File: src/rtl/mouse_vga_pkg.sv
// mouse_vga_pkg: screen geometry, arrow pixel codes and cursor colours shared by the overlay
package mouse_vga_pkg;
    localparam int H_ACTIVE  = 640;
    localparam int V_ACTIVE  = 480;
    localparam int CURSOR_SZ = 8;
    localparam logic [1:0] CODE_TRANSP  = 2'b00;
    localparam logic [1:0] CODE_OUTLINE = 2'b01;
    localparam logic [1:0] CODE_FILL    = 2'b10;
    localparam logic [7:0] COL_LEFT    = 8'hE0;
    localparam logic [7:0] COL_RIGHT   = 8'h1C;
    localparam logic [7:0] COL_MIDDLE  = 8'h03;
    localparam logic [7:0] COL_IDLE    = 8'hFF;
    localparam logic [7:0] COL_OUTLINE = 8'h00;
endpackage

File: src/rtl/cursor_rom.sv
// cursor_rom: combinational 8x8 arrow shape, row/col inside the cursor box -> pixel code
module cursor_rom (
    input  logic [2:0] row,
    input  logic [2:0] col,
    output logic [1:0] code
);
    import mouse_vga_pkg::*;
    always_comb code = (col == 3'd0 || col == row) ? CODE_OUTLINE : (col < row) ? CODE_FILL : CODE_TRANSP;
endmodule

File: src/rtl/mouse_cursor_overlay.sv
// mouse_cursor_overlay: 2-stage pixel pipeline drawing an arrow cursor over RGB332 video; ports: CLK/RST, mouse position and buttons, VGA pixel/sync/colour in, composited colour and delayed syncs out
module mouse_cursor_overlay #(
    parameter int H_ACTIVE  = mouse_vga_pkg::H_ACTIVE,
    parameter int V_ACTIVE  = mouse_vga_pkg::V_ACTIVE,
    parameter int CURSOR_SZ = mouse_vga_pkg::CURSOR_SZ
) (
    input  logic       CLK,
    input  logic       RST,
    input  logic [9:0] XMouseVGA,
    input  logic [9:0] YMouseVGA,
    input  logic [2:0] Botones,
    input  logic [9:0] PixelX,
    input  logic [9:0] PixelY,
    input  logic       VideoOn,
    input  logic       HSyncIn,
    input  logic       VSyncIn,
    input  logic [7:0] RGBIn,
    output logic [7:0] RGBOut,
    output logic       HSyncOut,
    output logic       VSyncOut
);
    import mouse_vga_pkg::*;
    localparam logic [9:0] X_MAX = 10'(H_ACTIVE - CURSOR_SZ);
    localparam logic [9:0] Y_MAX = 10'(V_ACTIVE - CURSOR_SZ);
    localparam logic [9:0] SZ    = 10'(CURSOR_SZ);
    logic       vs_q, frame_ev, hit_c;
    logic [9:0] cur_x, cur_y, dx, dy;
    logic [2:0] cur_btn;
    logic [7:0] fill_c;
    logic       hit1, von1, hs1, vs1;
    logic [2:0] col1, row1;
    logic [7:0] rgb1, fill1;
    logic [1:0] code;
    always_comb begin
        frame_ev = vs_q & ~VSyncIn;
        dx       = PixelX - cur_x;
        dy       = PixelY - cur_y;
        hit_c    = (PixelX >= cur_x) && (dx < SZ) && (PixelY >= cur_y) && (dy < SZ);
        fill_c   = cur_btn[0] ? COL_LEFT : cur_btn[1] ? COL_RIGHT : cur_btn[2] ? COL_MIDDLE : COL_IDLE;
    end
    // shadow registers only move on a VSync fall so the cursor never tears mid-frame
    always_ff @(posedge CLK or negedge RST) begin
        if (!RST) begin
            vs_q    <= 1'b1;
            cur_x   <= 10'(H_ACTIVE / 2);
            cur_y   <= 10'(V_ACTIVE / 2);
            cur_btn <= '0;
        end else begin
            vs_q <= VSyncIn;
            if (frame_ev) begin
                cur_x   <= (XMouseVGA > X_MAX) ? X_MAX : XMouseVGA;
                cur_y   <= (YMouseVGA > Y_MAX) ? Y_MAX : YMouseVGA;
                cur_btn <= Botones;
            end
        end
    end
    // fill colour travels with the pixel so a capture between stages cannot recolour it
    always_ff @(posedge CLK or negedge RST) begin
        if (!RST) begin
            hit1  <= 1'b0;
            col1  <= '0;
            row1  <= '0;
            von1  <= 1'b0;
            hs1   <= 1'b1;
            vs1   <= 1'b1;
            rgb1  <= '0;
            fill1 <= '0;
        end else begin
            hit1  <= hit_c;
            col1  <= dx[2:0];
            row1  <= dy[2:0];
            von1  <= VideoOn;
            hs1   <= HSyncIn;
            vs1   <= VSyncIn;
            rgb1  <= RGBIn;
            fill1 <= fill_c;
        end
    end
    cursor_rom u_rom (
        .row  (row1),
        .col  (col1),
        .code (code)
    );
    always_ff @(posedge CLK or negedge RST) begin
        if (!RST) begin
            RGBOut   <= '0;
            HSyncOut <= 1'b1;
            VSyncOut <= 1'b1;
        end else begin
            RGBOut   <= !von1 ? 8'h00 : (hit1 && code != CODE_TRANSP) ? ((code == CODE_OUTLINE) ? COL_OUTLINE : fill1) : rgb1;
            HSyncOut <= hs1;
            VSyncOut <= vs1;
        end
    end
endmodule

File: config.mk
export PLATFORM = sky130hd
export DESIGN_NAME = mouse_cursor_overlay
export DESIGN_NICKNAME = d
export VERILOG_FILES = /design/src/rtl/mouse_vga_pkg.sv /design/src/rtl/cursor_rom.sv /design/src/rtl/mouse_cursor_overlay.sv
export SDC_FILE = /design/constraint.sdc
export NUM_CORES = 1
export LEC_CHECK = 0
export BUFFER_PORTS_ARGS = -buffer_cell sky130_fd_sc_hd__buf_2
export CORE_MARGIN = 3
export CORE_UTILIZATION = 35
export DETAILED_ROUTE_END_ITERATION = 8
export PLACE_DENSITY = 0.68
export SYNTH_ARGS = -nofsm -noshare
export SYNTH_HDL_FRONTEND = slang
export SYNTH_HIERARCHICAL = 1
export SYNTH_SLANG_ARGS = --single-unit
File: constraint.sdc
create_clock -name CLK -period 3.8 [get_ports CLK]
set_input_delay 0.38 -clock CLK [delete_from_list [all_inputs] [get_ports CLK]]
set_output_delay 0.38 -clock CLK [all_outputs]
set_load 0.02 [all_outputs]
==> summary.txt <==
Run status
  • Status: complete, no violations

Synthesis
  • Compound-Gate Fraction of Synth Area: 20.9%
  • Ys async rst share: 100%
  • Post-synthesis simple-gate area fraction: 13.1%
  • Ys Warns: 6
  • Largest family of logic cells by synthesized area: compound AO/OA/AOI/OAI gates
  • Register area share after synthesis: 46.7%
  • Post-Synth XOR/XNOR Area: 2.10%
  • Avg Cell Area, Syn: 9.89 sq um
  • Mapped Cells: 295
  • Syn Nets: 376
  • Proportion of synthesized area in mux cells: 0.386%
  • Synth Flop Type: dfrtp_1
  • Count of state elements after synthesis: 54
  • Post-synth EDFFs: 0
  • Post-synthesis cell area: 2920 sq um
  • Adder-cell area share of the yosys netlist: 11.2%
  • Netlist cell types: 51

Timing
  • Hold_ws: 142 ps
  • Max Slew Vio Count: 0
  • Final Cycle Share: 60.9%
  • Fmax: 0.432 GHz
  • Worst slew pin tran: 769 ps
  • Final setup fails: 0
  • Max-Slew Margin vs Limit: 48.7%
  • Post-layout min period: 2320 ps
  • Fin. Hold Viols: 0
  • Unrepaired setup endpoints after global routing: no
  • Worst Skew: 7.79 ps
  • Setup TNS: 0 ps

Drt
  • Total wire length: 6380 um
  • Pre-antenna DRT Iters: 4
  • Residual DRC: 0
  • Detailed-route via count: 2,311
  • Final ANT Viol Nets: 0
  • Number of vias per cell: 4.96
  • Wire per inst: 13.7 um
  • Drt initial violations: 75

Final layout
  • Commonest non-fill, non-tap cells in the layout: buf_2 (65), dfrtp_1 (44), inv_1 (36), nand2_1 (30), o21ai_0 (27)
  • Number of diodes: 0
  • Share of cells above drive strength 1: 25.3%
  • Commonest non-fill, non-tap cell in the layout: buf_2
  • Multi-input logic area: 1390 sq um
  • Seq. cell area: 1360 sq um
  • Nets@finish: 444
  • Area Growth Syn to Fin: 18.2%
  • FILL cells: 774

Global routing
  • GRT overflow: 0
  • Number of global-route vias before repair: 2,383
  • Initial antenna violation count: 0
  • Tot GR Track Use: 14.0%
  • First-pass GRT wire length: 11,000 um
  • Largest net degree at the start of global routing: 35

CTS
  • Post-CTS Hold Buffers: 0
  • Root Buffer: clkbuf_8
  • TritonCTS clock tree: built
  • Setup Buffers After CTS: 0
  • Cts bufs inserted: 5
  • CTS Buffer Depth: 2
  • Worst-path clk slew: 100 ps
  • # clock sinks: 54
  • Post-cts sizing count: 0
  • Clock latency on the worst-skew pair: 300 ps
  • Htree depth: 2

Power
  • Worst VDD drop: 160 uV
  • Power Density: 406 nW/um^2
  • Sequential share of power: 47.5%
  • Logic pwr share: 29.8%
  • Clock Power Share: 22.7%
  • Internal cell power: 0.951 mW
  • Psw: 0.450 mW
  • Pleak: 1.70 nW
  • Net Sw Frac: 32.1%

Worst setup path
  • Maximum net fanout on the critical path: 9
  • CP peak stage delay: 370 ps
  • CP top delay family: compound AO/OA/AOI/OAI gates
  • Worst Setup Start Kind: flop
  • WP data required: 4040 ps
  • Most used cell, CP: o2111a_1
  • Slowest CP cell: dfrtp_1
  • Worst-path cell chain: inv_1 > ha_1 > a21o_1 > a31oi_1 > mux2_2 > nor4_1 > o2111a_1 > o2111a_1
  • CP endpoint kind: flop
  • Critical path buffers and inverters: 1
  • Critical Path AT: 2560 ps
  • Critical path type: reg -> reg

Floorplanning
  • Die Y: 97.3 um
  • Starting Density: 36.8%
  • I/O pins: 66
  • Row count: 32
  • Core Footprint: 7930 sq um
  • DIE AREA: 9470 sq um
  • Die X: 97.3 um

Placement
  • Post-DP HPWL: 4980 um
  • Placer Congestion: 0.854
  • IO Port Bufs: 65

Job
  • Max-cap violations: 0

Min path
  • Hold WC Path Type: in -> async
==> worst reg2reg max path, cell delays in order (launching register included) <==
cell and delay, ps:
dfrtp_1 370, inv_1 90, ha_1 330, a21o_1 260, a31oi_1 160, mux2_2 350
nor4_1 290, o2111a_1 240, o2111a_1 170
==> routing by layer <==
| metal | share of wire, % | up-vias | GRT usage (%) |
|---|---|---|---|
| met5 | 0 | - | 0 |
| li1 | - | 1169 | - |
| met2 | 46 | 63 | 23.1 |
| met3 | 4.9 | 4 | 2.73 |
| met1 | 48 | 1075 | 19.0 |
| met4 | 0.94 | 0 | 3.51 |
==> registers in the layout, summed over array words and instances (netlist names), 3 cells and up <==
name,flops
rgb1,8
cur_btn,3
row1,3
fill1,3
cur_x,10
col1,3
cur_y,10
RGBOut,8
==> stage by stage <==
| step | util [%] | std cells | worst slack (ps) | area [sq um] | total power [mW] |
|---|---|---|---|---|---|
| detailed placement | 42.4 | 458 | 1330 | 3360 | 1.09 |
| floorplan | - | 295 | 1610 | 2920 | 0.971 |
| CTS | 43.5 | 466 | 1500 | 3450 | 1.42 |
| global route | 43.5 | 466 | 1240 | 3450 | 1.51 |
| finish | 43.5 | 466 | 1480 | 3450 | 1.40 |
| global placement | 42.4 | 458 | 1390 | 3360 | 1.08 |
==> power groups by stage <==
stage	combinational [mW]	sequential (mW)	clock (mW)
6_report	0.417	0.666	0.318
5_1_grt	0.475	0.673	0.361
4_1_cts	0.420	0.666	0.335
3_5_place_dp	0.417	0.677	0
3_3_place_gp	0.406	0.673	0
2_1_floorplan	0.295	0.676	0
==> layout make-up <==
| cell class | count | area share, % |
|---|---|---|
| inverters | 36 | 3.92 |
| multi-input cells | 199 | 40.4 |
| clock inverters | 3 | 0.617 |
| well taps | 102 | 3.70 |
| repair buffers | 67 | 9.87 |
| flip-flops and latches | 54 | 39.5 |
| clock buffers | 5 | 1.99 |
==> final timing paths <==
check / from / to / slack (ps) / cells after the start
worst max-delay path: cur_x[7]$_DFFE_PN0P_ / hit1$_DFF_PN0_ / 1480 / 8
worst min-delay path: RST / RGBOut[6]$_DFF_PN0_ / 140 / 1
worst max register to register: cur_x[7]$_DFFE_PN0P_ / hit1$_DFF_PN0_ / 1480 / 8
worst min register to register: hs1$_DFF_PN1_ / HSyncOut$_DFF_PN1_ / 360 / 0
max in group asynchronous: RST / VSyncOut$_DFF_PN1_ / 2840 / 2
min in group CLK: RGBIn[6] / rgb1[6]$_DFF_PN0_ / 180 / 1
==> synth_stat cells, types with 2 or more instances <==
master | count | area [sq um]
a311o_1 | 2 | 20.0
a21oi_1 | 15 | 75.1
o211ai_1 | 2 | 15.0
nor4b_1 | 2 | 17.5
clkbuf_1 | 5 | 18.8
ha_1 | 23 | 288
inv_1 | 36 | 135
nor4_1 | 2 | 12.5
a21boi_0 | 9 | 67.6
a22o_1 | 2 | 17.5
a21o_1 | 3 | 22.5
xor2_1 | 4 | 35.0
o21ai_0 | 27 | 135
xnor2_1 | 3 | 26.3
o2111a_1 | 3 | 33.8
nand3_1 | 5 | 25.0
nor3_1 | 6 | 30.0
nand2b_1 | 2 | 12.5
a211oi_1 | 2 | 15.0
o21a_1 | 3 | 22.5
nor2_1 | 15 | 56.3
dfstp_2 | 10 | 263
fa_1 | 2 | 40.0
nand2_1 | 30 | 113
nor2b_1 | 5 | 31.3
a31oi_1 | 2 | 12.5
dfrtp_1 | 44 | 1100
a22oi_1 | 2 | 15.0
o21bai_1 | 3 | 22.5
nand3b_1 | 3 | 22.5
o31a_1 | 3 | 26.3
==> logic make-up after synthesis <==
group | after synthesis
AOI/OAI and AO/OA | 89
and+or+nand+nor | 77
DFF | 54
buffers and inverters | 42
adders and majority gates | 25
xor gates and xnor gates | 7
muxes | 1
No activity file was read; power rests on OpenSTA's default activity.
